[src/rtl/cv32e40s_data_obi_arbiter_if.sv]
// Data-side OBI payload types and the bundle of requester/adapter signals seen by the arbiter.
// The slave modport is the arbiter's view; the master modport is the surrounding system's view.
package cv32e40s_data_obi_arbiter_pkg;
  typedef struct packed {
    logic [31:0] addr;
    logic        we;
    logic [3:0]  be;
    logic [31:0] wdata;
  } obi_data_req_t;

  typedef struct packed {
    logic [31:0] rdata;
    logic        err;
  } obi_data_resp_t;
endpackage

interface cv32e40s_data_obi_arbiter_if #(
  parameter int CNT_WIDTH = 2
);
  import cv32e40s_data_obi_arbiter_pkg::*;

  logic                 p0_valid_i;
  logic                 p0_ready_o;
  obi_data_req_t        p0_trans_i;
  logic                 p1_valid_i;
  logic                 p1_ready_o;
  obi_data_req_t        p1_trans_i;
  logic                 trans_valid_o;
  logic                 trans_ready_i;
  obi_data_req_t        trans_o;
  logic                 resp_valid_i;
  obi_data_resp_t       resp_i;
  logic                 p0_resp_valid_o;
  logic                 p1_resp_valid_o;
  obi_data_resp_t       resp_o;
  logic [CNT_WIDTH-1:0] outstnd_cnt_o;
  logic                 resp_err_o;

  modport slave (
    input  p0_valid_i, p0_trans_i, p1_valid_i, p1_trans_i,
    input  trans_ready_i, resp_valid_i, resp_i,
    output p0_ready_o, p1_ready_o, trans_valid_o, trans_o,
    output p0_resp_valid_o, p1_resp_valid_o, resp_o, outstnd_cnt_o, resp_err_o
  );

  modport master (
    output p0_valid_i, p0_trans_i, p1_valid_i, p1_trans_i,
    output trans_ready_i, resp_valid_i, resp_i,
    input  p0_ready_o, p1_ready_o, trans_valid_o, trans_o,
    input  p0_resp_valid_o, p1_resp_valid_o, resp_o, outstnd_cnt_o, resp_err_o
  );
endinterface

[src/rtl/cv32e40s_data_obi_arbiter.sv]
// Two-port arbiter in front of the data OBI adapter: locks the owner until grant and routes
// in-order responses via an ID FIFO. Define CV32E40S_DOBI_ARB_RR_EN for round-robin IDLE selection.
module cv32e40s_data_obi_arbiter #(
  parameter int MAX_OUTSTANDING = 2,
  parameter int CNT_WIDTH       = $clog2(MAX_OUTSTANDING + 1)
) (
  input logic                        clk,
  input logic                        rst,
  cv32e40s_data_obi_arbiter_if.slave bus
);
  localparam int PTR_W = (MAX_OUTSTANDING > 1) ? $clog2(MAX_OUTSTANDING) : 1;

  typedef enum logic [1:0] {IDLE, LOCK0, LOCK1} state_e;

  state_e                     state_q, state_d;
  logic [CNT_WIDTH-1:0]       cnt_q, cnt_d;
  logic [PTR_W-1:0]           wptr_q, rptr_q;
  logic [MAX_OUTSTANDING-1:0] id_fifo_q;

  logic full, empty;
  logic sel_valid, sel_id;
  logic trans_valid, accept, pop;
  logic pref;

  function automatic logic [PTR_W-1:0] ptr_inc(input logic [PTR_W-1:0] p);
    return (p == PTR_W'(MAX_OUTSTANDING - 1)) ? '0 : p + 1'b1;
  endfunction

  assign full  = (cnt_q == CNT_WIDTH'(MAX_OUTSTANDING));
  assign empty = (cnt_q == '0);

`ifdef CV32E40S_DOBI_ARB_RR_EN
  logic rr_q;

  // After each accept the other port becomes preferred.
  always_ff @(posedge clk) begin
    if (rst) begin
      rr_q <= 1'b0;
    end else if (accept) begin
      rr_q <= ~sel_id;
    end
  end

  assign pref = rr_q;
`else
  assign pref = 1'b0;
`endif

  always_comb begin
    sel_valid = 1'b0;
    sel_id    = 1'b0;
    state_d   = state_q;

    case (state_q)
      LOCK0: begin
        sel_valid = bus.p0_valid_i;
        sel_id    = 1'b0;
      end
      LOCK1: begin
        sel_valid = bus.p1_valid_i;
        sel_id    = 1'b1;
      end
      default: begin
        if (pref && bus.p1_valid_i) begin
          sel_valid = 1'b1;
          sel_id    = 1'b1;
        end else if (bus.p0_valid_i) begin
          sel_valid = 1'b1;
          sel_id    = 1'b0;
        end else if (bus.p1_valid_i) begin
          sel_valid = 1'b1;
          sel_id    = 1'b1;
        end
      end
    endcase

    // Full gating uses only registered state, so a response never frees a slot same-cycle.
    trans_valid = sel_valid && !full && !rst;
    accept      = trans_valid && bus.trans_ready_i;

    case (state_q)
      IDLE: begin
        if (trans_valid && !bus.trans_ready_i) begin
          state_d = sel_id ? LOCK1 : LOCK0;
        end
      end
      default: begin
        if (!trans_valid || bus.trans_ready_i) begin
          state_d = IDLE;
        end
      end
    endcase
  end

  assign pop = bus.resp_valid_i && !empty && !rst;

  always_comb begin
    cnt_d = cnt_q;
    case ({accept, pop})
      2'b10:   cnt_d = cnt_q + CNT_WIDTH'(1);
      2'b01:   cnt_d = cnt_q - CNT_WIDTH'(1);
      default: cnt_d = cnt_q;
    endcase
  end

  always_ff @(posedge clk) begin
    if (rst) begin
      state_q <= IDLE;
      cnt_q   <= '0;
      wptr_q  <= '0;
      rptr_q  <= '0;
    end else begin
      state_q <= state_d;
      cnt_q   <= cnt_d;
      if (accept) begin
        wptr_q <= ptr_inc(wptr_q);
      end
      if (pop) begin
        rptr_q <= ptr_inc(rptr_q);
      end
    end
  end

  // Slot contents need no reset: occupancy is tracked by the counter and pointers.
  always_ff @(posedge clk) begin
    if (accept) begin
      id_fifo_q[wptr_q] <= sel_id;
    end
  end

  assign bus.trans_valid_o   = trans_valid;
  assign bus.trans_o         = sel_id ? bus.p1_trans_i : bus.p0_trans_i;
  assign bus.p0_ready_o      = accept && !sel_id;
  assign bus.p1_ready_o      = accept && sel_id;
  assign bus.p0_resp_valid_o = pop && !id_fifo_q[rptr_q];
  assign bus.p1_resp_valid_o = pop && id_fifo_q[rptr_q];
  assign bus.resp_o          = bus.resp_i;
  assign bus.resp_err_o      = bus.resp_valid_i && empty && !rst;
  assign bus.outstnd_cnt_o   = cnt_q;
endmodule

[src/flat_wrapper.sv]
// flat-port wrapper written by rule: the top's interface ports become plain ports
module cv32e40s_data_obi_arbiter_flat 
#(
  parameter int MAX_OUTSTANDING = 2,
  parameter int CNT_WIDTH       = $clog2(MAX_OUTSTANDING + 1)
)
  (clk, rst, bus_p0_valid_i, bus_p0_trans_i, bus_p1_valid_i, bus_p1_trans_i, bus_trans_ready_i, bus_resp_valid_i, bus_resp_i, bus_p0_ready_o, bus_p1_ready_o, bus_trans_valid_o, bus_trans_o, bus_p0_resp_valid_o, bus_p1_resp_valid_o, bus_resp_o, bus_outstnd_cnt_o, bus_resp_err_o);
  cv32e40s_data_obi_arbiter_if #(.CNT_WIDTH(CNT_WIDTH)) bus_i ();
  input logic clk;
  input logic rst;
  input wire logic [$bits(bus_i.p0_valid_i)-1:0] bus_p0_valid_i;
  input wire logic [$bits(bus_i.p0_trans_i)-1:0] bus_p0_trans_i;
  input wire logic [$bits(bus_i.p1_valid_i)-1:0] bus_p1_valid_i;
  input wire logic [$bits(bus_i.p1_trans_i)-1:0] bus_p1_trans_i;
  input wire logic [$bits(bus_i.trans_ready_i)-1:0] bus_trans_ready_i;
  input wire logic [$bits(bus_i.resp_valid_i)-1:0] bus_resp_valid_i;
  input wire logic [$bits(bus_i.resp_i)-1:0] bus_resp_i;
  output wire logic [$bits(bus_i.p0_ready_o)-1:0] bus_p0_ready_o;
  output wire logic [$bits(bus_i.p1_ready_o)-1:0] bus_p1_ready_o;
  output wire logic [$bits(bus_i.trans_valid_o)-1:0] bus_trans_valid_o;
  output wire logic [$bits(bus_i.trans_o)-1:0] bus_trans_o;
  output wire logic [$bits(bus_i.p0_resp_valid_o)-1:0] bus_p0_resp_valid_o;
  output wire logic [$bits(bus_i.p1_resp_valid_o)-1:0] bus_p1_resp_valid_o;
  output wire logic [$bits(bus_i.resp_o)-1:0] bus_resp_o;
  output wire logic [$bits(bus_i.outstnd_cnt_o)-1:0] bus_outstnd_cnt_o;
  output wire logic [$bits(bus_i.resp_err_o)-1:0] bus_resp_err_o;
  assign bus_i.p0_valid_i = bus_p0_valid_i;
  assign bus_i.p0_trans_i = bus_p0_trans_i;
  assign bus_i.p1_valid_i = bus_p1_valid_i;
  assign bus_i.p1_trans_i = bus_p1_trans_i;
  assign bus_i.trans_ready_i = bus_trans_ready_i;
  assign bus_i.resp_valid_i = bus_resp_valid_i;
  assign bus_i.resp_i = bus_resp_i;
  assign bus_p0_ready_o = bus_i.p0_ready_o;
  assign bus_p1_ready_o = bus_i.p1_ready_o;
  assign bus_trans_valid_o = bus_i.trans_valid_o;
  assign bus_trans_o = bus_i.trans_o;
  assign bus_p0_resp_valid_o = bus_i.p0_resp_valid_o;
  assign bus_p1_resp_valid_o = bus_i.p1_resp_valid_o;
  assign bus_resp_o = bus_i.resp_o;
  assign bus_outstnd_cnt_o = bus_i.outstnd_cnt_o;
  assign bus_resp_err_o = bus_i.resp_err_o;
  cv32e40s_data_obi_arbiter #(.MAX_OUTSTANDING(MAX_OUTSTANDING), .CNT_WIDTH(CNT_WIDTH)) u_core (.clk(clk), .rst(rst), .bus(bus_i));
endmodule
[config.mk]
export PLATFORM = sky130hd
export DESIGN_NAME = cv32e40s_data_obi_arbiter_flat
export DESIGN_NICKNAME = d
export VERILOG_FILES = /design/src/rtl/cv32e40s_data_obi_arbiter_if.sv /design/src/rtl/cv32e40s_data_obi_arbiter.sv /design/src/flat_wrapper.sv
export SDC_FILE = /design/constraint.sdc
export NUM_CORES = 1
export LEC_CHECK = 0
export ABC_AREA = 0
export BUFFER_PORTS_ARGS = -buffer_cell sky130_fd_sc_hd__buf_2
export CAP_MARGIN = 20
export CORE_AREA = 2 2 113 115
export CTS_CLUSTER_DIAMETER = 40
export DETAILED_ROUTE_END_ITERATION = 8
export DIE_AREA = 0 0 115 117
export PLACE_DENSITY = 0.46
export SLEW_MARGIN = 20
export SYNTH_ARGS = -nofsm -noshare
export SYNTH_HDL_FRONTEND = slang
export SYNTH_SLANG_ARGS = --single-unit
[constraint.sdc]
create_clock -name clk -period 2.35 [get_ports clk]
set_clock_uncertainty 0.1 [all_clocks]
set_input_delay 0.1175 -clock clk [delete_from_list [all_inputs] [get_ports clk]]
set_output_delay 0.1175 -clock clk [all_outputs]
set_load 0.02 [all_outputs]
==> After elaboration in Yosys (flattened, before gate mapping) <==
Index checks and enable logic that the tools add are counted.
{ "classes": {"n_eq_ne": 6, "reduce_logical": 26, "n_lt_le_gt_ge": 3, "bitwise_logic": 0, "mux": 18, "mul": 0, "shift": 0, "add_sub_neg": 4, "n_div": 0} }
{ "ops": {"columns": ["op", "count"], "rows": [
  ["69-bit two-way mux", 1],
  ["1-bit logical AND", 13],
  ["1-bit two-way mux", 8],
  ["2-bit two-way mux", 4],
  ["1-bit logical NOT", 7],
  ["2-bit == test (second input constant)", 3],
  ["2-bit by 1-bit == test with 1-bit output (second input constant)", 2],
  ["2-bit logical NOT", 2],
  ["1-bit by 2-bit < comparator with 1-bit output (second input constant)", 2],
  ["1-bit case mux with 2 select lines", 2],
  ["2-bit case mux with 2 select lines", 1],
  ["2-bit nonzero test", 2],
  ["1-bit adder (second input constant)", 2],
  ["2-bit by 1-bit adder with 2-bit output (second input constant)", 1],
  ["2-bit bitwise mux", 1],
  ["2-bit by 1-bit != test with 1-bit output (second input constant)", 1],
  ["2-bit AND reduction", 1],
  ["2-bit by 1-bit subtractor with 2-bit output (second input constant)", 1],
  ["1-bit demux with 1-bit select", 1],
  ["1-bit >= comparator (second input constant)", 1],
  ["1-bit logical OR", 1]
]} }
{ "totals": {"out_inout_bits": 110, "memories": 0, "wordCells": 62, "mem_bits_ro": 0, "ramBits": 0, "inputBits": 177, "register_bits": 8, "latch_bits": 0} }

==> Depth between registers and ports, before layout <==
{ "depth": {"depth_word": 9, "mapped_depth": 8} }

==> Worst setup path before layout <==
No wires, ideal clock.
{ "synth_path": {"kind": "register to register", "from": "register u_core.state_q[0]", "to": "register u_core.cnt_q[1], in the netlist u_core.bus.outstnd_cnt_o[1]", "stages_incl_launch_ff": 8, "path_slack_ns": 0.137, "arrival_ns": 2.043, "t_required_ns": 2.180, "period_less_slack_ns": 2.213, "path_buffers": 0, "cell_sequence": "dfxtp_1 -> inv_1 -> ha_1 -> o21ba_2 -> o2111ai_2 -> ha_1 -> or3_1 -> a21oi_1"} }
{ "synth_between": {"elab_chain_len": 7, "word_cells_on_any_way": 10} }
{ "synth_rtl": {"columns": ["item", "line", "text"], "rows": [
  ["from (decl)", "cv32e40s_data_obi_arbiter.sv:15", "state_e state_q, state_d;"],
  ["from (signal assigned)", "cv32e40s_data_obi_arbiter.sv:113", "state_q <= state_d;"],
  ["2-bit == test or 2-bit by 1-bit == test with 1-bit output (tied branches)", "cv32e40s_data_obi_arbiter.sv:54", "case (state_q)"],
  ["1-bit case mux with 2 select lines *", "cv32e40s_data_obi_arbiter.sv:54", null],
  ["1-bit logical AND * (2 in a row)", "cv32e40s_data_obi_arbiter.sv:78", "trans_valid = sel_valid && !full && !rst;"],
  ["1-bit logical AND *", "cv32e40s_data_obi_arbiter.sv:79", "accept = trans_valid && bus.trans_ready_i;"],
  ["2-bit by 1-bit == test with 1-bit output or 2-bit == test (tied branches)", "cv32e40s_data_obi_arbiter.sv:99", "case ({accept, pop})"],
  ["2-bit case mux with 2 select lines or 2-bit nonzero test (tied branches)", null, null],
  ["to (signal assigned)", "cv32e40s_data_obi_arbiter.sv:114", "cnt_q <= cnt_d;"],
  ["to (decl)", "cv32e40s_data_obi_arbiter.sv:16", "logic [CNT_WIDTH-1:0] cnt_q, cnt_d;"]
]} }
Mark *: on every way between the ends. The rest lies on a longest branch, timed or not.
A chain may end at the register's enable or synchronous reset.

==> Worst setup path in the final report <==
{ "layout_path": {"from": "register u_core.state_q[0]", "to": "output bus_trans_o[36]"} }
{ "layout_between": {"elab_chain_len": 3, "word_cells_on_any_way": 4} }
{ "layout_rtl": {"columns": ["item", "line", "text"], "rows": [
  ["2-bit == test or 2-bit by 1-bit == test with 1-bit output (tied branches)", "cv32e40s_data_obi_arbiter.sv:54", null],
  ["1-bit case mux with 2 select lines *", "cv32e40s_data_obi_arbiter.sv:54", null],
  ["69-bit two-way mux *", "cv32e40s_data_obi_arbiter.sv:132", "assign bus.trans_o = sel_id ? bus.p1_trans_i : bus.p0_trans_i;"],
  ["to (decl)", "flat_wrapper.sv:21", "output wire logic [$bits(bus_i.trans_o)-1:0] bus_trans_o;"]
]} }
Marked as above.

==> summary.md <==
| Metric | Value |
|---|---|
| Num Clock Sinks | `8` |
| Count leader, synth | `mux2_2` |
| Die area | `13500 um^2` |
| Crit Path Category | `reg2out` |
| Switch Pwr | `618 uW` |
| Post-synthesis cell area | `1650 um^2` |
| Std-Cell Core Area | `12300 um^2` |
| Layout cells sized above 1 | `0.869` |
| RSZ-0062 raised after global routing | `true` |
| Hold Path Origin | `rst` |
| Mapped Avg Cell Area | `9.87 um^2` |
| Die height | `117 um` |
| Sequential cell area | `183 um^2` |
| Relative slew slack | `0.803` |
| Max Freq | `433 MHz` |
| Sw Ratio | `0.402` |
| PwrDens | `519 nW/um^2` |
| Flop pwr share | `0.122` |
| Most instantiated cells after synthesis | `69 x mux2_2, 33 x buf_4, 7 x buf_6, 7 x nor2_1, 6 x dfxtp_1` |
| Leakage | `1.58 nW` |
| Gr usage total | `0.0854` |
| Vias in the first global route | `1841` |
| Die X | `115 um` |
| Post-synthesis cell count | `167` |
| CTS Buffer Depth | `2` |
| Initial antenna violation count | `0` |
| Fin nets | `540` |
| Final Hold Slack | `0.0635 ns` |
| Synth Warn # | `0` |
| Setup violators final | `0` |
| Minimum clock period | `2.31 ns` |
| Synth Flop Type | `dfxtp_1` |
| Number of I/O pins | `287` |
| Via density | `3.89` |
| Num rows | `41` |
| CTS tree | `yes` |
| First-pass GRT wire length | `9180 um` |
| R2r setup slk | `0.21 ns` |
| Hold Path Class | `in2reg` |
| Synth-to-layout area growth | `79.9%` |
| Pre-antenna DRT Iters | `3` |
| Clk_lat worst skew | `0.23 ns` |
| Remaining Overflow, GRT | `0` |
| Drt drc | `0` |
| Number of I/O port buffers | `220` |
| Post-Route WL | `6970 um` |
| Clock tree root driver cell | `clkbuf_16` |
| Crit path launch type | `register` |
| Fillers | `1364` |
| DR WL/cell | `13.7 um` |
| Internal power | `921 uW` |
| Max-Cap Viols | `0` |
| Slew Viols, Final | `0` |
| Final ANT Viol Nets | `0` |
| Actual slew at the worst max-slew pin | `0.295 ns` |
| Fin. Hold Viols | `0` |
| Seq cells post-synth | `8` |
| CP startpoint | `u_core.state_q[0]` |
| Initial drt markers | `31` |
| Yosys cell types | `35` |
| Syn nets | `348` |
| Largest net degree at the start of global routing | `31` |
| Multi-input logic area | `1170 um^2` |
| Post-synth EDFFs | `2` |
| H-tree depth | `1` |
| Async S/R FF share, synth | `0` |
| Period Utilization, post-route | `0.983` |
| Crit-path max FO | `21` |
| Critical path arrival | `2.09 ns` |
| VDD IR max | `0.000246 V` |
| Worst reg2reg path startpoint | `u_core.state_q[0]` |
| Combinational power share | `0.686` |
| Via count | `1976` |
| Status | `completed` |
| CTS buffer count | `3` |
| Clock share of power | `0.192` |
| Clock-pin slew of the registers on the worst-case setup and hold paths | `0.04 ns` |
| Seq/Total Area, Yosys | `0.109` |
| Power after layout | `1.54 mW` |
| HPWL after DPL | `5540 um` |
| Worst setup EP type | `output port` |
| Top cells by area, synth | `mux2_2 47%, buf_4 15%, dfxtp_1 7.3%, buf_6 4.8%, edfxtp_1 3.6%` |
| Critical Path RT | `2.13 ns` |
| Initial core utilization | `0.134` |
| Top cell type by total area after synthesis | `mux2_2` |
| Yosys top cell area share | `0.471` |
| Routability Congestion | `0.739` |
| # diodes | `0` |
placed cells by master (no fill, tap or decap), types with 3 or more instances in the layout:
cell	instances
buf_2	205
buf_4	6
buf_6	12
clkbuf_16	5
dfxtp_1	4
ha_1	3
inv_2	3
mux2_2	59
mux2_4	10
nor2_1	7
o2111ai_1	3
flip-flops by register name, summed over array words and instances (netlist names):
register                  count
u_core.wptr_q                 1
u_core.bus.outstnd_cnt_o      2
u_core.rptr_q                 1
u_core.state_q                2
u_core.id_fifo_q              2
stage by stage:
stage,std cells,worst slack (ns),setup TNS (ns),util,area [um^2]
3_5_place_dp,499,0.0866,0,0.216,2660
4_1_cts,505,-0.0268,-0.436,0.226,2790
5_1_grt,508,-0.0539,-0.748,0.241,2970
2_1_floorplan,167,0.137,0,-,1650
6_report,508,0.0409,0,0.241,2970
3_3_place_gp,499,0.115,0,0.216,2660
power groups by stage:
| stage | logic, mW | registers, mW | clock network, mW |
|---|---|---|---|
| finish | 1.06 | 0.187 | 0.296 |
| global route | 1.14 | 0.191 | 0.310 |
| CTS | 0.969 | 0.185 | 0.302 |
| detailed placement | 0.922 | 0.187 | 0 |
| global placement | 0.917 | 0.185 | 0 |
| floorplan | 0.696 | 0.188 | 0 |
final timing paths:
path                            cells after the start                           to
worst max-delay path                                7              bus_trans_o[36]
worst min-delay path                                2  u_core.bus.outstnd_cnt_o[1]
worst max register to register                      7  u_core.bus.outstnd_cnt_o[1]
worst min register to register                      1                u_core.wptr_q
final cells by class:
| class | instances | share of cell area |
|---|---|---|
| Tap cell | 150 | 0.0633 |
| Timing Repair Buffer | 228 | 0.448 |
| Clock buffer | 4 | 0.0266 |
| Multi-Input combinational cell | 114 | 0.396 |
| Sequential cell | 8 | 0.0616 |
| Inverter | 4 | 0.00506 |
timing repair:
action	in CTS	in global routing
resized for setup	1	41
gates cloned	1	3
pin swaps	1	2
hold buffers	0	0
buffers inserted	1	0
setup endpoints to repair	39	46
critical path, stage by stage (launching register included):
cell	delay, ns
dfxtp_2	0.35
inv_2	0.06
ha_4	0.29
nor2_2	0.05
a22oi_4	0.24
bufbuf_16	0.37
mux2_2	0.35
buf_2	0.16
per-layer routing:
metal	wire, um	share of wire	GRT usage	vias up
met2	3560	0.51	0.147	102
met4	69	0.0099	0.0161	0
li1	-	-	-	959
met5	0	0	0	-
met1	2880	0.41	0.110	903
met3	466	0.067	0.0196	12
cell families (layout without fill, tap and decap cells):
kind of cell | Yosys count | count (layout) | synth area share
flip-flops | 8 | 8 | 0.109
adder cells (fa/ha/maj) | 4 | 4 | 0.0304
AO/OA/AOI/OAI | 16 | 16 | 0.0926
buffers and inverters | 45 | 236 | 0.209
multiplexers | 70 | 70 | 0.477
XOR/XNOR | 2 | 2 | 0.0106
AND/OR/NAND/NOR | 22 | 22 | 0.0706
(Power assumes the default switching activity.)
